===== config.mk =====
export PLATFORM = sky130hd
export DESIGN_NAME = bcd_xs3_codec_seq
export DESIGN_NICKNAME = d
export VERILOG_FILES = /design/src/rtl/bcd_xs3_codec_seq.sv
export SDC_FILE = /design/constraint.sdc
export NUM_CORES = 1
export LEC_CHECK = 0
export BUFFER_PORTS_ARGS = -buffer_cell sky130_fd_sc_hd__buf_2
export CORE_ASPECT_RATIO = 1.2
export CORE_MARGIN = 2
export CORE_UTILIZATION = 57
export CTS_CLUSTER_DIAMETER = 40
export DETAILED_ROUTE_END_ITERATION = 10
export PLACE_DENSITY = 0.83
export SLEW_MARGIN = 10
export SYNTH_ARGS = -nofsm -noshare
export SYNTH_HDL_FRONTEND = slang
export SYNTH_SLANG_ARGS = --single-unit

===== constraint.sdc =====
create_clock -name clk -period 7.1 [get_ports clk]
set_input_delay 1.065 -clock clk [delete_from_list [all_inputs] [get_ports clk]]
set_output_delay 1.065 -clock clk [all_outputs]
set_load 0.05 [all_outputs]

===== src/rtl/bcd_xs3_codec_seq.sv =====
// Serial multi-digit BCD <-> Excess-3 converter. It converts one digit per clock, least-significant digit first.
// Each result word carries a per-digit error mask for digits that are invalid in the selected mode.
module bcd_xs3_codec_seq #(
    parameter int NDIGITS = 4
) (
    input  logic                   clk,
    input  logic                   rst,
    input  logic                   in_valid,
    output logic                   in_ready,
    input  logic                   in_mode,
    input  logic [4*NDIGITS-1:0]   in_data,
    output logic                   out_valid,
    input  logic                   out_ready,
    output logic [4*NDIGITS-1:0]   out_data,
    output logic [NDIGITS-1:0]     out_err_mask,
    output logic                   out_err,
    output logic [1:0]             state_dbg
);

    // Handshakes: a transfer happens on a rising edge where valid and ready are both high.
    // Valid does not depend on ready. in_ready is high only in IDLE; out_valid is high only in HOLD.

    localparam int CW = (NDIGITS > 1) ? $clog2(NDIGITS) : 1;
    localparam logic [1:0] IDLE = 2'd0;
    localparam logic [1:0] CONV = 2'd1;
    localparam logic [1:0] HOLD = 2'd2;
    localparam logic [CW-1:0] LAST = CW'(NDIGITS - 1);

    logic [1:0]           state;
    logic [CW-1:0]        cnt;
    logic [4*NDIGITS-1:0] cap_data;
    logic                 cap_mode;
    logic [3:0]           cur_digit;
    logic [3:0]           cur_result;
    logic                 cur_invalid;

    always_comb begin
        cur_digit = cap_data[3:0];
        for (int i = 0; i < NDIGITS; i++) begin
            if (cnt == CW'(i)) cur_digit = cap_data[4*i +: 4];
        end
    end

    // The 4-bit add/subtract wraps by design; invalid digits are forced to 4'hF below.
    always_comb begin
        if (!cap_mode) begin
            cur_invalid = (cur_digit > 4'd9);
            cur_result  = cur_digit + 4'd3;
        end else begin
            cur_invalid = (cur_digit < 4'd3) || (cur_digit > 4'd12);
            cur_result  = cur_digit - 4'd3;
        end
        if (cur_invalid) cur_result = 4'hF;
    end

    always_ff @(posedge clk) begin
        if (rst) begin
            state        <= IDLE;
            cnt          <= '0;
            cap_data     <= '0;
            cap_mode     <= 1'b0;
            out_data     <= '0;
            out_err_mask <= '0;
        end else begin
            case (state)
                IDLE: begin
                    if (in_valid) begin
                        cap_data     <= in_data;
                        cap_mode     <= in_mode;
                        out_data     <= '0;
                        out_err_mask <= '0;
                        cnt          <= '0;
                        state        <= CONV;
                    end
                end
                CONV: begin
                    for (int i = 0; i < NDIGITS; i++) begin
                        if (cnt == CW'(i)) begin
                            out_data[4*i +: 4] <= cur_result;
                            out_err_mask[i]    <= cur_invalid;
                        end
                    end
                    if (cnt == LAST) begin
                        cnt   <= '0;
                        state <= HOLD;
                    end else begin
                        cnt <= cnt + 1'b1;
                    end
                end
                HOLD: begin
                    if (out_ready) state <= IDLE;
                end
                default: state <= IDLE;
            endcase
        end
    end

    assign in_ready  = (state == IDLE);
    assign out_valid = (state == HOLD);
    assign out_err   = |out_err_mask;
    assign state_dbg = state;

endmodule


==> reports/summary.txt, run 1 <==
Status: finished with violations
Failing checks: DRC
DRT antenna net count: 0
Logic pwr share: 17.3%
Clk Latency, worst-skew pair: 0.30 ns
Hold Startpoint: cap_data[11]$_SDFFE_PP0P_
Critical path's most frequent cell: ha_1
First-pass GRT wire length: 7.67 mm
Final Hold Viols: 0
Synth Register Bits: 41
Mapped Nets: 274
Syn Inst Count: 248
DRC: 5
Class of the worst hold path: flip-flop to flip-flop
Fin area: 2330 µm²
Post-synth EDFFs: 0
Number of vias per cell: 5.79
Total number of vias: 1859
Rel. slew slack: 33.6%
Synth Area in XOR/XNOR: 0%
Unrepaired setup endpoints after global routing: false
Final nets: 310
Area share of the largest cell type after synthesis: 40.0%
Synth Area in Compound Gates: 25.8%
Critical path class: flip-flop to flip-flop
Worst-path clk slew: 0.08 ns
Crit-path max FO: 8
Cts hold-fix bufs: 0
Placer Congestion: 0.922
Detail Placement HPWL: 3.22 mm
Area leader, netlist: dfxtp_1
P_int: 371 µW
Yosys warnings: 0
Reg2Reg Launch Point: cnt[0]$_SDFFE_PP0P_
ANT cells: 0
P_sw: 148 µW
Clock Tree Buf Depth: 2
Fin crit share: 38.6%
CTS Buf Count: 5
Clk sinks: 41
CP required: 7.30 ns
Critical path's top delay family: compound AO/OA/AOI/OAI gates
Count of input and output buffers: 45
CTS tree: yes
Fin Setup TNS: 0 ns
Seq/Total Area, Yosys: 40.0%
Mux cell area share after synthesis: 2.44%
Final Routed Wirelength: 4.53 mm
DRT Pass-1 Iters: 7
Min Hold Slack: 0.457 ns
Placed Instance Area: 2230 µm²
Standard-cell rows: 23
# IOs: 46
Startpoint types: flip-flop
Die W: 58.8 µm
Commonest cells after routing, fill and taps aside: 54 x nand2_1, 45 x buf_2, 41 x dfxtp_1
CP cell instances: ha_1 -> mux2i_1 -> a211oi_1 -> a21o_1 -> ha_1 -> or3_4 -> a21oi_4 -> nor2_4 -> a311oi_1
Adder-cell share of the synthesized area: 3.05%
Crit path max-delay cell type: dfxtp_1
Final slew viol count: 0
Layout cells sized above 1: 22.5%
Setup bufs post-CTS: 0
Layout fillers: 312
Critical Path Max Stage Delay: 0.40 ns
Switching Share: 28.5%
Crit. End Element: flip-flop
CTS resizes: 0
Main combinational cell family by area after synthesis: compound AO/OA/AOI/OAI gates
Tot GR Track Use: 23.8%
Power Density: 222 nW/µm²
Worst vdd ir: 0.140 mV
Total grt overflow: 0
Largest net degree at the start of global routing: 40
Iter 0 DRT Violations: 130
Asr flop ratio synth: 0%
CORE AREA: 3400 µm²
Root Buffer: clkbuf_8
Final min period: 2.74 ns
Max cap viols: 0
Main area contributors after synthesis: dfxtp_1 40%, nand2_1 9.9%, a21oi_1 7.3%
Cell Area, Synth: 2050 µm²
Clock power share: 35.1%
Fmax: 0.365 GHz
CP Buf/Inv Count: 0
Synth Area in Simple Gates: 22.7%
Worst Skew: 0.00796 ns
Distinct cells, synth: 46
Initial core utilization: 60.5%
Vias in the first global route: 1713
Leakage Power: 0.000977 µW
WL per Instance: 14.1 µm
Most common cell after layout, fill and taps aside: nand2_1
CP startpoint: cnt[0]$_SDFFE_PP0P_
Worst Max-Slew Pin Slew: 0.994 ns
Final setup fails: 0
Data arrival, critical path: 2.94 ns
Die ar.: 4100 µm²
Ys flop type: dfxtp_1
Syn-to-layout area delta: 13.6%
Initial antenna violation count: 0
Clock H-tree levels: 2
DIE HEIGHT: 69.7 µm
Post-Syn Area per Cell: 8.28 µm²
Sequential Power Share: 47.6%
[worst reg2reg max path, delay by kind of cell, from the launching register on]
family	cells	cell delay [ns]
compound gates	4	0.93
fa+ha+maj	2	0.58
simple gates	2	0.47
flops	1	0.40
mux	1	0.27
[path summary, 6_finish.rpt]
path,cells after the start,end,slack [ns]
setup / recovery,9,out_data[4]$_SDFFE_PP0P_,4.36
hold / removal,2,cap_data[11]$_SDFFE_PP0P_,0.46
setup reg to reg,9,out_data[4]$_SDFFE_PP0P_,4.36
hold reg to reg,2,cap_data[11]$_SDFFE_PP0P_,0.46
[sequential cells by signal, summed over array words and instances (netlist names)]
register and flops:
cap_mode 1, out_err_mask 4, cap_data 16, cnt 2
state_dbg 2, out_data 16
[layer usage]
layer	wire [µm]	part of all wire [%]	GRT usage [%]	up-vias
met5	0	0	0	-
met4	108	2.4	11.6	0
met3	194	4.3	5.04	10
met2	2240	50	38.4	48
met1	1980	44	29.2	846
li1	-	-	-	955
[layout make-up]
cell class              count  area, µm²  share of cell area (%)
clock buffers               5       68.8                    2.95
clock inverters             2       35.0                    1.50
inverters                   7       26.3                    1.13
multi-input cells         184       1110                    47.6
flip-flops and latches     41        821                    35.2
well taps                  37       46.3                    1.98
repair buffers             45        225                    9.66
[power groups by stage]
stage / clock (µW) / sequential, µW / combinational, µW
after floorplan: 0 / 261 / 60.6
after global placement: 0 / 252 / 87.7
after detailed placement: 0 / 252 / 89.0
after CTS: 185 / 247 / 89.5
after global routing: 197 / 248 / 99.1
final: 182 / 247 / 89.7
[stage by stage]
step	power [µW]	worst slack (ns)	instances	utilization [%]
floorplan	322	4.56	248	-
global placement	340	4.52	314	65.6
detailed placement	341	4.39	314	65.6
CTS	521	4.38	321	68.7
global route	545	4.23	321	68.7
finish	518	4.36	321	68.7
[cells in the mapped netlist (5+ instances only)]
cell type and count:
mux2i_1 5, nor3b_1 6, clkbuf_1 7, ha_1 5, a31oi_1 7, nand2_1 54, a21oi_1 30, dfxtp_1 41
o21ai_0 6, and2_1 5, inv_1 7, nor2_1 9, nand3_1 5
[cell families (layout without fill, tap and decap cells)]
family                   after synthesis  count (layout)
adder cells (fa/ha/maj)                5               5
AND/OR/NAND/NOR                       97              97
flip-flops                            41              41
multiplexers                           5               5
buffers and inverters                 23              59
AO/OA/AOI/OAI                         77              77
No activity file was read; power rests on OpenSTA's default activity.
==> run 2, diff against run 1 <==
Settings changed: CORE_UTILIZATION 57 to 48, PLACE_DENSITY 0.83 to 0.75.
Clock period 7.1 ns to 2.35 ns, I/O delays scaled along.
==> run 2 against run 1 <==
Compared with the run above: the run now ends clean; hold slack got worse by 0.17 ns; design area rose by 15%; worst setup slack got worse by 4.3 ns; clock skew increased by 0.0038 ns.
==> reports/summary.txt, run 2 (synthesized netlist as in run 1, its figures left out) <==
Critical path class: flip-flop to flip-flop
Class of the worst hold path: input port to flip-flop
Final core occ: 63.9%
Crit. End Element: flip-flop
DRT Pass-1 Iters: 4
Cells after DPL: 353
Fmax: 0.435 GHz
Vias in the first global route: 1850
Reg2Reg Launch Point: cnt[1]$_SDFFE_PP0P_
ANT cells: 0
Total number of vias: 1998
Largest net degree at the start of global routing: 23
Final setup fails: 0
Placer Congestion: 0.985
Setup WS pre-CTS: -0.0833 ns
Clock Tree Buf Depth: 2
Commonest cells after routing, fill and taps aside: 54 x nand2_1, 45 x buf_2, 39 x dfxtp_1
Initial core utilization: 48.9%
Final nets: 335
Data arrival, critical path: 2.51 ns
Die W: 63.7 µm
WHS Endpoint: cap_data[14]$_SDFFE_PP0P_
Crit path max-delay cell type: or3_4
Final worst-path setup slack: 0.0509 ns
Power Density: 628 nW/µm²
Worst hold path depth: 3
Leakage Power: 0.00113 µW
Layout cells sized above 1: 35.5%
Detail Placement HPWL: 3.61 mm
Total grt overflow: 0
Iter 0 DRT Violations: 94
Clock H-tree levels: 2
Status: completed
WL per Instance: 13.8 µm
Die ar.: 4820 µm²
Fin Setup TNS: 0 ns
Max cap viols: 0
Most common cell after layout, fill and taps aside: nand2_1
Number of vias per cell: 5.46
Critical path's most frequent cell: buf_4
Tot GR Track Use: 21.3%
Clk sinks: 41
Crit-path max FO: 8
Fin crit share: 97.8%
Reg-to-Reg End: out_err_mask[3]$_SDFFE_PP0P_
CP required: 2.56 ns
Clk Latency, worst-skew pair: 0.30 ns
CTS Buf Count: 5
Worst Skew: 0.0118 ns
Setup slack, reg-to-reg: 0.05 ns
CP cell instances: buf_4 -> ha_4 -> buf_4 -> nor3b_1 -> a221o_1 -> or3_4 -> a21oi_4 -> nor2_4 -> o32ai_2
DRT antenna net count: 0
Standard-cell rows: 26
Startpoint types: flip-flop
Top flop regs: cap_data x16, out_data x16, out_err_mask x4
Final Routed Wirelength: 5.05 mm
Final min period: 2.30 ns
Final slew viol count: 0
First-pass GRT wire length: 8.03 mm
CTS tree: yes
Rel. slew slack: 65.3%
Worst-path clk slew: 0.08 ns
DRC: 0
Critical Path Max Stage Delay: 0.40 ns
Worst Max-Slew Pin Slew: 0.520 ns
Reg2Reg Depth: 9
Root Buffer: clkbuf_8
CORE AREA: 4200 µm²
DIE HEIGHT: 75.6 µm
Final Hold Viols: 0
Syn-to-layout area delta: 30.7%
Worst vdd ir: 0.470 mV
Non-Filler Instances: 366
# IOs: 46
Hold Startpoint: in_data[14]
Initial antenna violation count: 0
Count of input and output buffers: 45
[run 2: changes by cell type in the layout (fill, tap and decap cells not counted), sizes merged]
| cell | change |
|---|---|
| clkinv | -1 |
| buf | +25 |
| clkbuf | +1 |
| clkinvlp | +1 |
[run 2: layer usage]
layer  vias up  share of wire (%)  global-route usage [%]
met1       934                 41                    22.2
met4         0                2.3                    10.4
met2        47                 53                    40.9
met3        10                4.0                    4.87
li1       1007                  -                       -
met5         -                  0                       0
[run 2: final cells by class]
type / count / area, µm²
clock buffer: 6 / 82.6
tap: 56 / 70.1
sequential: 41 / 828
clock inverter: 2 / 37.5
multi-input combinational: 184 / 1220
inverter: 7 / 28.8
fill: 355 / 1510
timing repair buffer: 70 / 417
[run 2: critical path: cells and delay by family (launching register included)]
family / cells / cell delay, ns
AND/OR/NAND/NOR: 3 / 0.63
adder cells (fa/ha/maj): 1 / 0.17
buffers and inverters: 2 / 0.29
flip-flops: 1 / 0.37
AO/OA/AOI/OAI: 3 / 0.77
[run 2: report_power, final]
part / internal, µW / switching (µW) / total, µW
clock network: 345 / 248 / 593
logic: 137 / 204 / 341
registers: 723 / 26.2 / 749
total: 1210 / 478 / 1680
[run 2: through the flow]
| stage | total power [µW] | cell area [µm²] | hold slack, ns |
|---|---|---|---|
| final | 1680 | 2680 | 0.285 |
| after global routing | 1750 | 2680 | 0.288 |
| after CTS | 1660 | 2560 | 0.281 |
| after detailed placement | 1070 | 2400 | 0.452 |
| after global placement | 1070 | 2400 | 0.445 |
| after floorplan | 973 | 2050 | 0.436 |
[run 2: how the worst max path moves through the flow]
stage | from | endpoint | cells after the start
after CTS | cnt[1]$_SDFFE_PP0P_ | out_data[0]$_SDFFE_PP0P_ | 10
after detailed placement | cnt[1]$_SDFFE_PP0P_ | out_data[1]$_SDFFE_PP0P_ | 11
final | cnt[1]$_SDFFE_PP0P_ | out_err_mask[3]$_SDFFE_PP0P_ | 9
after global placement | cnt[0]$_SDFFE_PP0P_ | out_data[1]$_SDFFE_PP0P_ | 8
after floorplan | cnt[1]$_SDFFE_PP0P_ | out_data[4]$_SDFFE_PP0P_ | 11
after global routing | cnt[1]$_SDFFE_PP0P_ | out_data[4]$_SDFFE_PP0P_ | 10
[run 2: repair_timing]
action | in CTS | in global routing
endpoints found under the setup margin | 20 | 18
cloned | 0 | 0
hold buffers | 0 | 0
pin swaps | 1 | 10
gates resized for setup | 12 | 15
buffers inserted | 0 | 5
==> run 3, diff against run 2 <==
Settings changed: RECOVER_POWER set to 100.
==> run 3 against run 2 <==
Compared with the run above: combinational power fell by 1%; fmax barely moved; clock power barely moved; first-iteration DRC count rose by 8.5%; highest routed layer unchanged; worst setup slack got worse by 0.00091 ns; non-clock buffer count did not move; critical path type unchanged; utilization fell by 0.83 points; largest power group unchanged; largest cell class unchanged; wire length rose by 1.2%; final cell count did not move.
==> reports/summary.txt, run 3 (synthesized netlist as in run 1, its figures left out) <==
Status: completed
Vias in the first global route: 1850
Max cap viols: 0
Rel. slew slack: 41.6%
Die W: 63.7 µm
Final Routed Wirelength: 5.11 mm
Syn-to-layout area delta: 28.9%
Reg2Reg Depth: 9
DRT Pass-1 Iters: 4
Tot GR Track Use: 21.3%
Reg-to-Reg End: out_err_mask[3]$_SDFFE_PP0P_
CP required: 2.56 ns
Clock H-tree levels: 2
Critical path's top delay family: compound AO/OA/AOI/OAI gates
Fin area: 2650 µm²
ANT cells: 0
WL per Instance: 13.9 µm
Iter 0 DRT Violations: 102
Cts hold-fix bufs: 0
Worst hold path depth: 3
Clk sinks: 41
Standard-cell rows: 26
Fin Setup TNS: 0 ns
Final nets: 335
Critical Path Max Stage Delay: 0.40 ns
Worst Max-Slew Pin Slew: 0.877 ns
Most common cell after layout, fill and taps aside: nand2_1
Placed Instance Area: 2400 µm²
Final min period: 2.30 ns
Setup slack, reg-to-reg: 0.05 ns
Crit path max-delay cell type: or3_4
Die ar.: 4820 µm²
First-pass GRT wire length: 8.03 mm
Detail Placement HPWL: 3.61 mm
Total grt overflow: 0
Crit. End Element: flip-flop
WHS Endpoint: cap_data[14]$_SDFFE_PP0P_
Critical path's most frequent cell: buf_4
CTS Buf Count: 5
Final Hold Viols: 0
Total number of vias: 2011
Initial antenna violation count: 0
DRT antenna net count: 0
DIE HEIGHT: 75.6 µm
Data arrival, critical path: 2.51 ns
Clock Tree Buf Depth: 2
Final setup fails: 0
Fmax: 0.435 GHz
Number of vias per cell: 5.49
Worst Skew: 0.0130 ns
Layout cells sized above 1: 27.1%
Fin crit share: 97.9%
CTS tree: yes
CP Buf/Inv Count: 2
Count of input and output buffers: 45
Final slew viol count: 0
Power Density: 635 nW/µm²
Initial core utilization: 48.9%
Final core occ: 63.1%
CORE AREA: 4200 µm²
Startpoint types: flip-flop
Leakage Power: 0.00102 µW
Reg2Reg Launch Point: cnt[1]$_SDFFE_PP0P_
Hold Startpoint: in_data[14]
Clk Latency, worst-skew pair: 0.30 ns
CP cell instances: buf_4 -> ha_4 -> buf_4 -> nor3b_1 -> a221o_1 -> or3_4 -> a21oi_4 -> nor2_4 -> o32ai_2
Worst-path clk slew: 0.08 ns
Top flop regs: cap_data x16, out_data x16, out_err_mask x4
Largest net degree at the start of global routing: 23
Crit-path max FO: 8
Min Hold Slack: 0.285 ns
Critical path class: flip-flop to flip-flop
Class of the worst hold path: input port to flip-flop
Placer Congestion: 0.985
Worst vdd ir: 0.469 mV
Layout fillers: 371
DRC: 0
Commonest cells after routing, fill and taps aside: 54 x nand2_1, 39 x dfxtp_1, 30 x a21oi_1
# IOs: 46
Root Buffer: clkbuf_8
-- run 3: cell count changes in the layout (fill, tap and decap cells not counted), sizes merged --
cell / previous run / this run
buf: 70 / 44
clkbuf: 6 / 32
-- run 3: through the flow --
| step | total power (µW) | instances | setup slack, ns |
|---|---|---|---|
| after floorplan | 973 | 248 | 0.0218 |
| after CTS | 1660 | 361 | 0.00553 |
| final | 1680 | 366 | 0.0499 |
| after global placement | 1070 | 353 | -0.0742 |
| after global routing | 1750 | 366 | -0.0884 |
| after detailed placement | 1070 | 353 | -0.0833 |
-- run 3: what timing repair did --
action / CTS / global route
endpoints found under the setup margin: 20 / 18
buffers inserted: 0 / 5
pin swaps: 1 / 10
gates resized for setup: 12 / 15
-- run 3: final cells by class --
class / count / area [µm²] / area share [%]
Multi-Input combinational cell: 184 / 1220 / 46.0
Clock inverter: 2 / 37.5 / 1.42
Clock buffer: 6 / 82.6 / 3.12
Sequential cell: 41 / 828 / 31.3
Timing Repair Buffer: 70 / 382 / 14.4
Inverter: 7 / 28.8 / 1.09
Tap cell: 56 / 70.1 / 2.65
-- run 3: per-layer routing --
layer,global-route usage (%),wire length (µm),vias to the layer above
met5,0,0,-
met4,10.4,118,0
met3,4.87,188,10
met2,40.9,2690,44
met1,22.2,2110,949
li1,-,-,1008
-- run 3: worst min-delay path, stage by stage --
cell     delay [ns]
buf_2          0.09
nand2_1        0.04
a21oi_1        0.05
-- run 3: worst max path at each step --
stage,end,cells past startpoint,slack [ns],from
3_3_place_gp,out_data[1]$_SDFFE_PP0P_,8,-0.07,cnt[0]$_SDFFE_PP0P_
6_report,out_err_mask[3]$_SDFFE_PP0P_,9,0.05,cnt[1]$_SDFFE_PP0P_
3_5_place_dp,out_data[1]$_SDFFE_PP0P_,11,-0.08,cnt[1]$_SDFFE_PP0P_
2_1_floorplan,out_data[4]$_SDFFE_PP0P_,11,0.02,cnt[1]$_SDFFE_PP0P_
4_1_cts,out_data[0]$_SDFFE_PP0P_,10,0.006,cnt[1]$_SDFFE_PP0P_
5_1_grt,out_data[4]$_SDFFE_PP0P_,10,-0.09,cnt[1]$_SDFFE_PP0P_
-- run 3: power by group --
part           total [µW]  switching, µW  leakage (µW)  internal, µW
combinational         337            205      0.000624           132
clock                 593            248     0.0000574           345
sequential            750           26.6      0.000335           723
